## src/rtl/tdc_meas_sched.sv

```systemverilog
// Measurement scheduler for the ring-interpolated TDC: launches N events, waits for each
// hamming-weight result with a timeout, and accumulates sum/min/max of the readings.
module tdc_meas_sched #(
    parameter int HW_W    = 7,
    parameter int N_W     = 8,
    parameter int SETTLE  = 4,
    parameter int TIMEOUT = 16
) (
    input  logic                clk,
    input  logic                rst,
    input  logic                start,
    input  logic                abort,
    input  logic [N_W-1:0]      n_samples,
    input  logic                src_sel,
    input  logic                bypass,
    output logic                tdc_pg_in,
    output logic                tdc_val_in,
    output logic                tdc_pg_src,
    output logic                tdc_pg_bypass,
    input  logic [HW_W-1:0]     tdc_hw,
    input  logic                tdc_val_out,
    output logic                busy,
    output logic                done,
    output logic                err,
    output logic [N_W-1:0]      count,
    output logic [HW_W+N_W-1:0] sum,
    output logic [HW_W-1:0]     hw_min,
    output logic [HW_W-1:0]     hw_max
);

    localparam int CNT_MAX = (SETTLE > TIMEOUT) ? SETTLE : TIMEOUT;
    localparam int CNT_W   = $clog2(CNT_MAX + 1);

    typedef enum logic [2:0] {IDLE, SETTLE_S, LAUNCH, WAIT, FIN} state_t;

    state_t                state_q, state_d;
    logic [CNT_W-1:0]      cnt_q, cnt_d;
    logic [N_W-1:0]        n_q, n_d;
    logic [N_W-1:0]        count_q, count_d;
    logic [N_W:0]          count_inc;
    logic [HW_W+N_W-1:0]   sum_q, sum_d;
    logic [HW_W-1:0]       min_q, min_d;
    logic [HW_W-1:0]       max_q, max_d;
    logic                  src_q, src_d;
    logic                  byp_q, byp_d;
    logic                  pg_q, pg_d;
    logic                  err_q, err_d;

    assign count_inc = {1'b0, count_q} + (N_W+1)'(1);

    always_comb begin
        state_d = state_q;
        n_d     = n_q;
        count_d = count_q;
        sum_d   = sum_q;
        min_d   = min_q;
        max_d   = max_q;
        src_d   = src_q;
        byp_d   = byp_q;
        err_d   = err_q;

        if (abort && state_q != IDLE) begin
            state_d = IDLE;
        end else begin
            case (state_q)
                IDLE: begin
                    if (start) begin
                        n_d     = n_samples;
                        src_d   = src_sel;
                        byp_d   = bypass;
                        count_d = '0;
                        sum_d   = '0;
                        err_d   = 1'b0;
                        max_d   = '0;
                        min_d   = '1;
                        state_d = (n_samples == '0) ? FIN : SETTLE_S;
                    end
                end
                SETTLE_S: begin
                    if (cnt_q == CNT_W'(SETTLE - 1)) state_d = LAUNCH;
                end
                LAUNCH: state_d = WAIT;
                WAIT: begin
                    // A result on the final timeout cycle still counts as a valid sample.
                    if (tdc_val_out) begin
                        count_d = count_inc[N_W-1:0];
                        sum_d   = sum_q + (HW_W+N_W)'(tdc_hw);
                        if (tdc_hw < min_q) min_d = tdc_hw;
                        if (tdc_hw > max_q) max_d = tdc_hw;
                        state_d = (count_inc == {1'b0, n_q}) ? FIN : SETTLE_S;
                    end else if (cnt_q == CNT_W'(TIMEOUT)) begin
                        err_d   = 1'b1;
                        state_d = FIN;
                    end
                end
                FIN:     state_d = IDLE;
                default: state_d = IDLE;
            endcase
        end

        // With no accumulated sample the all-ones seed is meaningless, so report zero.
        if (state_d == FIN && count_d == '0) min_d = '0;

        cnt_d = (state_d != state_q || state_q == IDLE) ? '0 : cnt_q + CNT_W'(1);
        // Toggle on entry so the edge is visible in the same cycle as tdc_val_in.
        pg_d  = (state_d == LAUNCH && state_q != LAUNCH) ? ~pg_q : pg_q;
    end

    always_ff @(posedge clk or posedge rst) begin
        if (rst) begin
            state_q <= IDLE;
            cnt_q   <= '0;
            n_q     <= '0;
            count_q <= '0;
            sum_q   <= '0;
            min_q   <= '0;
            max_q   <= '0;
            src_q   <= 1'b0;
            byp_q   <= 1'b0;
            pg_q    <= 1'b0;
            err_q   <= 1'b0;
        end else begin
            state_q <= state_d;
            cnt_q   <= cnt_d;
            n_q     <= n_d;
            count_q <= count_d;
            sum_q   <= sum_d;
            min_q   <= min_d;
            max_q   <= max_d;
            src_q   <= src_d;
            byp_q   <= byp_d;
            pg_q    <= pg_d;
            err_q   <= err_d;
        end
    end

    assign busy          = (state_q != IDLE);
    assign done          = (state_q == FIN);
    assign tdc_val_in    = (state_q == LAUNCH);
    assign tdc_pg_in     = pg_q;
    assign tdc_pg_src    = src_q;
    assign tdc_pg_bypass = byp_q;
    assign err           = err_q;
    assign count         = count_q;
    assign sum           = sum_q;
    assign hw_min        = min_q;
    assign hw_max        = max_q;

endmodule

```

## config.mk

```make
export PLATFORM = sky130hd
export DESIGN_NAME = tdc_meas_sched
export DESIGN_NICKNAME = d
export VERILOG_FILES = /design/src/rtl/tdc_meas_sched.sv
export SDC_FILE = /design/constraint.sdc
export NUM_CORES = 1
export LEC_CHECK = 0
export BUFFER_PORTS_ARGS = -buffer_cell sky130_fd_sc_hd__buf_2
export CAP_MARGIN = 20
export CORE_ASPECT_RATIO = 0.7
export CORE_MARGIN = 3
export CORE_UTILIZATION = 40
export DETAILED_ROUTE_END_ITERATION = 10
export PLACE_DENSITY = 0.63
export SLEW_MARGIN = 15
export SYNTH_ARGS = -nofsm -noshare
export SYNTH_HDL_FRONTEND = slang
export SYNTH_SLANG_ARGS = --single-unit
```

## constraint.sdc

```tcl
create_clock -name clk -period 2.75 [get_ports clk]
set_input_delay 0.1375 -clock clk [delete_from_list [all_inputs] [get_ports clk]]
set_output_delay 0.1375 -clock clk [all_outputs]
set_load 0.01 [all_outputs]
```

==> results of run 1 <==
cell usage in the layout (no fill, tap or decap), drive strengths merged, types with 5 or more instances in the layout:
cell type,n
ha,23
xnor2,15
clkbuf,11
inv,24
buf,75
nand2,52
a21oi,13
a21o,8
a311oi,7
and3,7
xor2,11
nor3,14
o21ai,21
or3,5
nand3,11
nor2,26
a32o,8
dfrtp,57
nor3b,10
report_power, final:
part / internal [W] / switching, W
sequential: 0.000933 / 0.0000798
combinational: 0.000246 / 0.000361
clock: 0.000907 / 0.000397
total: 0.00209 / 0.000838
sequential cells by signal, summed over array words and instances (netlist names):
register	cells
sum	15
count	8
n_q	8
hw_max	7
hw_min	7
cnt_q	5
state_q	3
err	1
tdc_pg_bypass	1
tdc_pg_in	1
tdc_pg_src	1
per-layer routing:
layer / routed length, µm / share of wire [%] / track usage (%) / vias up
li1: - / - / - / 1515
met5: 0 / 0 / 0 / -
met1: 4870 / 52 / 29.3 / 1485
met2: 3750 / 40 / 25.4 / 104
met4: 57 / 0.61 / 3.79 / 0
met3: 604 / 6.5 / 6.80 / 6
path summary, 6_finish.rpt:
path | endpoint | slack (ns) | depth (start not counted)
setup / recovery | hw_min[3]$_DFFE_PP0P_ | 0.25 | 7
hold / removal | n_q[7]$_DFFE_PP0P_ | 0.002 | 3
setup reg to reg | hw_min[3]$_DFFE_PP0P_ | 0.25 | 7
hold reg to reg | tdc_pg_in$_DFFE_PP0P_ | 0.46 | 1
max in group asynchronous | cnt_q[4]$_DFF_PP0_ | 1.78 | 4
min in group asynchronous | count[3]$_DFF_PP0_ | 0.34 | 3
worst max-delay path: cells and delay by family (launching register included):
| kind | cells | cell delay [ns] |
|---|---|---|
| compound gates | 4 | 1.19 |
| fa+ha+maj | 1 | 0.31 |
| flops | 1 | 0.49 |
| simple gates | 2 | 0.34 |
repair_timing:
item,CTS,global route
resized for setup,0,1
hold buffers,3,0
endpoints found under the setup margin,0,1
hold endpoints to repair,19,0
cell families after synthesis:
| kind of cell | Yosys count | share of synthesized area (%) |
|---|---|---|
| AND/OR/NAND/NOR | 149 | 21.7 |
| flip-flops | 57 | 40.2 |
| buffers and inverters | 42 | 4.87 |
| adder cells (fa/ha/maj) | 24 | 8.68 |
| XOR/XNOR | 26 | 6.42 |
| AO/OA/AOI/OAI | 85 | 18.1 |
area by class of cell:
cell class,count,area [µm²]
Clock buffer,11,243
Clock inverter,5,103
Fill cell,800,4150
Inverter,24,90.1
Multi-Input combinational cell,284,1960
Sequential cell,57,1430
Tap cell,120,150
Timing Repair Buffer,78,430
per-stage QoR:
| step | power, W | utilization (%) | cell area, µm² | worst slack, ns | instances |
|---|---|---|---|---|---|
| 4_1_cts | 0.00294 | 51.4 | 4390 | 0.151 | 579 |
| 3_3_place_gp | 0.00161 | 47.0 | 4020 | 0.270 | 560 |
| 2_1_floorplan | 0.00145 | - | 3550 | 0.691 | 383 |
| 3_5_place_dp | 0.00162 | 47.0 | 4020 | 0.150 | 560 |
| 5_1_grt | 0.00308 | 51.4 | 4400 | 0.0793 | 579 |
| 6_report | 0.00292 | 51.4 | 4400 | 0.246 | 579 |
==> summary.txt, run 1 <==
Critical path
  • Critical Path Source: count[0]$_DFF_PP0_
  • Setup Crit Path Kind: register to register
  • Critical path's slowest cell: o21ai_1
  • Crit path DAT: 2.67 ns
  • Peak fanout along the critical path: 9
  • Startpoint types: register
  • CP peak stage delay: 0.51 ns
  • Worst EP required: 2.92 ns
  • Worst r2r src: count[0]$_DFF_PP0_
  • Critical path capture point type: register
  • Critical-path cell list: ha_1 > and3_1 > nand4_1 > a211oi_1 > a31oi_1 > o21ai_1 > a311oi_1

Route
  • Detailed Routing Iterations Pass 1: 5
  • Vias per cell: 5.37
  • DRC Markers: 0
  • Iter 0 DRT Violations: 179
  • DRT antenna net count: 0
  • Total routed wirelength: 9280 µm
  • Vias: 3110
  • Routed WL per cell: 16.0 µm

Place
  • GPL Wtd Cong: 0.872
  • HPWL Detailed: 6890 µm
  • IO buf count: 65

Logic synthesis
  • Syn avg cell area: 9.26 µm²
  • Asr flop ratio synth: 100%
  • Most used DFF post-synth: dfrtp_1
  • Syn. warnings: 0
  • Synth Instances: 383
  • Synth top area share: 40.2%
  • Cell taking the most area after synthesis: dfrtp_1
  • Post-synthesis register bit count: 57
  • Synth cell count leaders: 57 x dfrtp_1, 52 x nand2_1, 25 x nor2_1, 24 x inv_1, 23 x ha_1
  • Mapped Area: 3550 µm²
  • Register area share after synthesis: 40.2%
  • Post-synth EDFFs: 0
  • Synth area leaders: dfrtp_1 40%, ha_1 8.1%, nand2_1 5.5%
  • Syn_nets: 429
  • Most frequent cell after synthesis: dfrtp_1
  • Unique masters post-synth: 60

Finish
  • Final #Nets: 500
  • Layout cell share with drive strength beyond 1: 23.7%
  • Diode count: 0
  • Area growth from synthesis to layout: 24.0%

Floorplanning
  • Core area: 8550 µm²
  • Ports: 66
  • Die Wd: 119 µm
  • Die Height: 84.8 µm
  • Rows: 28
  • Initial Util: 41.5%
  • Die area: 10100 µm²

Global route
  • Largest net degree at the start of global routing: 22
  • Initial antenna violation count: 0
  • Global-route wire length before repair: 15100 µm
  • Global route overflow: 0
  • Total GRT Usage: 19.0%
  • Vias in the first global route: 2955

STA
  • RSZ-0062 raised after global routing: false
  • WHS: 0.00191 ns
  • Worst Clk Skew: 0.00521 ns
  • Worst slew margin: 55.6%
  • Hold Fails Final Rpt: 0
  • Post-route minimum period: 2.50 ns
  • Max Slew Vio Count: 0
  • Fmax: 399 MHz
  • Worst-margin pin slew: 0.657 ns
  • Total Negative Setup Slacks: 0 ns
  • Setup violations, final: 0
  • Final cycle utilization of the critical path: 91.0%

Clock network
  • Num CTS Buffers: 9
  • Postcts setup bufs: 0
  • Clk slew on worst S/H paths: 0.05 ns
  • Clk root buf: clkbuf_16
  • Clk_lat worst skew: 0.34 ns
  • TritonCTS clock tree: done
  • H-tree lvl count: 3
  • CTS Sinks: 57
  • CTS Buffer Depth: 2

Power and ir drop
  • Worst vdd ir: 0.439 mV
  • P_leak: 2.16 nW
  • PD cells: 665 nW/µm²

Hold path
  • Worst hold start: n_samples[7]
  • Min-delay worst type: input pin to register

Flow run
  • Max_cap viols: 0

Outcome
  • Status: finished, final reports clean
(Power assumes the default switching activity.)
==> run 2, diff against run 1 <==
--- a/config.mk
+++ b/config.mk
@@ -9,9 +9,10 @@
 export CAP_MARGIN = 20
 export CORE_ASPECT_RATIO = 0.7
 export CORE_MARGIN = 3
-export CORE_UTILIZATION = 40
+export CORE_UTILIZATION = 56
+export CTS_BUF_LIST = sky130_fd_sc_hd__clkbuf_16
 export DETAILED_ROUTE_END_ITERATION = 10
-export PLACE_DENSITY = 0.63
+export PLACE_DENSITY = 0.82
 export SLEW_MARGIN = 15
 export SYNTH_ARGS = -nofsm -noshare
 export SYNTH_HDL_FRONTEND = slang
==> run 2 against run 1 <==
  * Clock power decreased by 10%
  * Sequential share of layout area increased by 0.83 points
  * Sequential power about the same
  * Total power fell by 4.3%
  * Via count up 4.6%
  * Count of clock-buffer cells in the layout decreased by 2
  * Worst setup slack worse by 0.15 ns
  * Critical path depth is 1 lower
  * Combinational power rose by 0.7%
  * First-iteration DRC count grew 83%
  * Core utilization grew 21 points
  * Largest cell class unchanged
  * Largest power group unchanged
  * Highest routed layer unchanged
==> summary.txt, run 2 (synthesis results as in run 1) <==
Finish
  • Area growth from synthesis to layout: 20.9% (was 24.0%)
  • Commonest non-fill, non-tap cells in the layout: 65 x buf_2, 57 x dfrtp_1, 52 x nand2_1 (unchanged)
  • Most common cell after layout, fill and taps aside: buf_2 (unchanged)
  • Layout cell share with drive strength beyond 1: 23.4% (was 23.7%)
  • Largest register FFs: 15 (unchanged)
  • Diode count: 0 (unchanged)
  • Final #Nets: 498 (was 500)
  • Fill cell count: 442 (was 800)

Critical path
  • Buf+Inv Stages, Crit Path: 0 (unchanged)
  • Critical-path cell list: or3b_4 > a21oi_2 > o21ai_2 > a211o_1 > a211oi_4 > a311oi_1 (was ha_1 > and3_1 > nand4_1 > a211oi_1 > a31oi_1 > o21ai_1 > a311oi_1)
  • Startpoint types: register (unchanged)
  • Critical path capture point type: register (unchanged)
  • Critical path's slowest cell: dfrtp_1 (was o21ai_1)
  • Crit path DAT: 2.82 ns (was 2.67 ns)
  • Crit-path leading delay family: compound AO/OA/AOI/OAI gates (unchanged)
  • Peak fanout along the critical path: 11 (was 9)
  • Reg2reg end: hw_min[5]$_DFFE_PP0P_ (was hw_min[3]$_DFFE_PP0P_)
  • Setup Crit Path Kind: register to register (unchanged)
  • Reg-to-reg slack, setup: 0.1 ns (was 0.25 ns)
  • Reg2Reg Depth: 6 (was 7)
  • CP peak stage delay: 0.48 ns (was 0.51 ns)
  • Worst EP required: 2.92 ns (about the same)
  • Worst r2r src: state_q[0]$_DFF_PP0_ (was count[0]$_DFF_PP0_)

Power and ir drop
  • Internal power: 0.00195 W (was 0.00209 W)
  • Reg power frac: 36.3% (was 34.6%)
  • Worst vdd ir: 0.419 mV (was 0.439 mV)
  • P_leak: 2.13 nW (was 2.16 nW)
  • PD cells: 653 nW/µm² (was 665 nW/µm²)
  • Combinational share of power: 21.8% (was 20.8%)
  • Clock power frac: 41.9% (was 44.6%)
  • Switching Share: 30.2% (was 28.6%)
  • Power dissipated by switching net loads: 0.000846 W (was 0.000838 W)

Global route
  • Total GRT Usage: 27.0% (was 19.0%)
  • Global route overflow: 0 (unchanged)
  • Global-route wire length before repair: 15500 µm (was 15100 µm)
  • Vias in the first global route: 3143 (was 2955)
  • Initial antenna violation count: 0 (unchanged)
  • Largest net degree at the start of global routing: 35 (was 22)

Hold path
  • Worst hold start: n_samples[0] (was n_samples[7])
  • Min-delay worst type: input pin to register (unchanged)
  • Worst Hold Endpoint: n_q[0]$_DFFE_PP0P_ (was n_q[7]$_DFFE_PP0P_)
  • Hold path cells: 3 (unchanged)

Place
  • GPL Wtd Cong: 0.934 (was 0.872)
  • DP Worst Slack: 0.206 ns (was 0.150 ns)
  • HPWL Detailed: 6480 µm (was 6890 µm)
  • IO buf count: 65 (unchanged)

STA
  • Fmax: 377 MHz (was 399 MHz)
  • Max Slew Vio Count: 0 (unchanged)
  • RSZ-0062 raised after global routing: false (unchanged)
  • Final worst setup slack: 0.0959 ns (was 0.246 ns)
  • Final cycle utilization of the critical path: 96.5% (was 91.0%)
  • Worst slew margin: 47.5% (was 55.6%)
  • Post-route minimum period: 2.65 ns (was 2.50 ns)
  • Hold Fails Final Rpt: 0 (unchanged)
  • Setup violations, final: 0 (unchanged)
  • Worst Clk Skew: 0.00311 ns (was 0.00521 ns)
  • Total Negative Setup Slacks: 0 ns (unchanged)
  • Worst-margin pin slew: 0.788 ns (was 0.657 ns)

Floorplanning
  • Die Wd: 101 µm (was 119 µm)
  • Die area: 7340 µm² (was 10100 µm²)
  • Rows: 23 (was 28)
  • Die Height: 72.6 µm (was 84.8 µm)
  • Ports: 66 (unchanged)
  • Initial Util: 59.8% (was 41.5%)
  • Core area: 5930 µm² (was 8550 µm²)

Clock network
  • Num CTS Buffers: 9 (unchanged)
  • Clk_lat worst skew: 0.33 ns (was 0.34 ns)
  • H-tree lvl count: 3 (unchanged)
  • Postcts setup bufs: 0 (unchanged)
  • Clk slew on worst S/H paths: 0.05 ns (about the same)
  • Clk root buf: clkbuf_16 (unchanged)
  • TritonCTS clock tree: done (unchanged)
  • CTS Buffer Depth: 2 (unchanged)
  • CTS Sinks: 57 (unchanged)

Route
  • DRC Markers: 0 (unchanged)
  • Vias: 3254 (was 3110)
  • Iter 0 DRT Violations: 327 (was 179)
  • Routed WL per cell: 17.6 µm (was 16.0 µm)
  • Total routed wirelength: 9370 µm (was 9280 µm)
  • Detailed Routing Iterations Pass 1: 5 (unchanged)
  • DRT antenna net count: 0 (unchanged)
  • Vias per cell: 6.12 (was 5.37)

Outcome
  • Status: finished, final reports clean (unchanged)

Flow run
  • Max_cap viols: 0 (unchanged)
[run 2: area by class of cell]
class                           count  area (µm²)  area share, %
Multi-Input combinational cell    284        1950           45.5
Clock buffer                        9         225           5.25
Tap cell                           75        93.8           2.19
Clock inverter                      7        85.1           1.98
Timing Repair Buffer               76         415           9.69
Sequential cell                    57        1430           33.3
Inverter                           24        90.1           2.10
[run 2: worst min-delay path, stage by stage]
cell	delay [ns]
buf_2	0.08
nand2_1	0.04
nand2_1	0.04
[run 2: power by group through the flow]
stage	Clock (W)	Combinational [W]	Sequential, W
after floorplan	0	0.000441	0.00101
after CTS	0.00118	0.000606	0.00102
after detailed placement	0	0.000590	0.00103
after global placement	0	0.000568	0.00102
after global routing	0.00122	0.000682	0.00103
final	0.00117	0.000611	0.00102
[run 2: what timing repair did]
| item | CTS | global route |
|---|---|---|
| hold endpoints to repair | 25 | 0 |
| hold buffers | 3 | 0 |
| endpoints found under the setup margin | 0 | 7 |
| gates resized for setup | 0 | 1 |
[run 2: worst max path at each step]
stage	startpoint	end	slack, ns	cells after the start
floorplan	state_q[1]$_DFF_PP0_	hw_min[0]$_DFFE_PP0P_	0.69	7
global placement	state_q[0]$_DFF_PP0_	hw_min[3]$_DFFE_PP0P_	0.33	6
detailed placement	state_q[0]$_DFF_PP0_	hw_min[3]$_DFFE_PP0P_	0.21	6
CTS	state_q[0]$_DFF_PP0_	hw_min[5]$_DFFE_PP0P_	0.15	6
global route	state_q[0]$_DFF_PP0_	hw_min[5]$_DFFE_PP0P_	0.03	6
finish	state_q[0]$_DFF_PP0_	hw_min[5]$_DFFE_PP0P_	0.1	6
[run 2: per-layer routing]
metal  global-route usage (%)  up-vias  share of wire (%)
li1                         -     1512                  -
met1                     36.2     1546                 43
met2                     41.1      176                 45
met3                     9.07       20                 10
met4                     9.44        0                1.5
met5                        0        -                  0
[run 2: per-stage QoR]
stage	hold WS [ns]	cell area, µm²	util, %	instances	power (W)
6_report	0.0115	4290	72.3	532	0.00280
5_1_grt	0.0226	4290	72.3	532	0.00293
4_1_cts	0.00558	4280	72.3	532	0.00281
3_5_place_dp	0.204	3940	66.5	513	0.00162
3_3_place_gp	0.194	3940	66.5	513	0.00159
2_1_floorplan	0.243	3550	-	383	0.00145
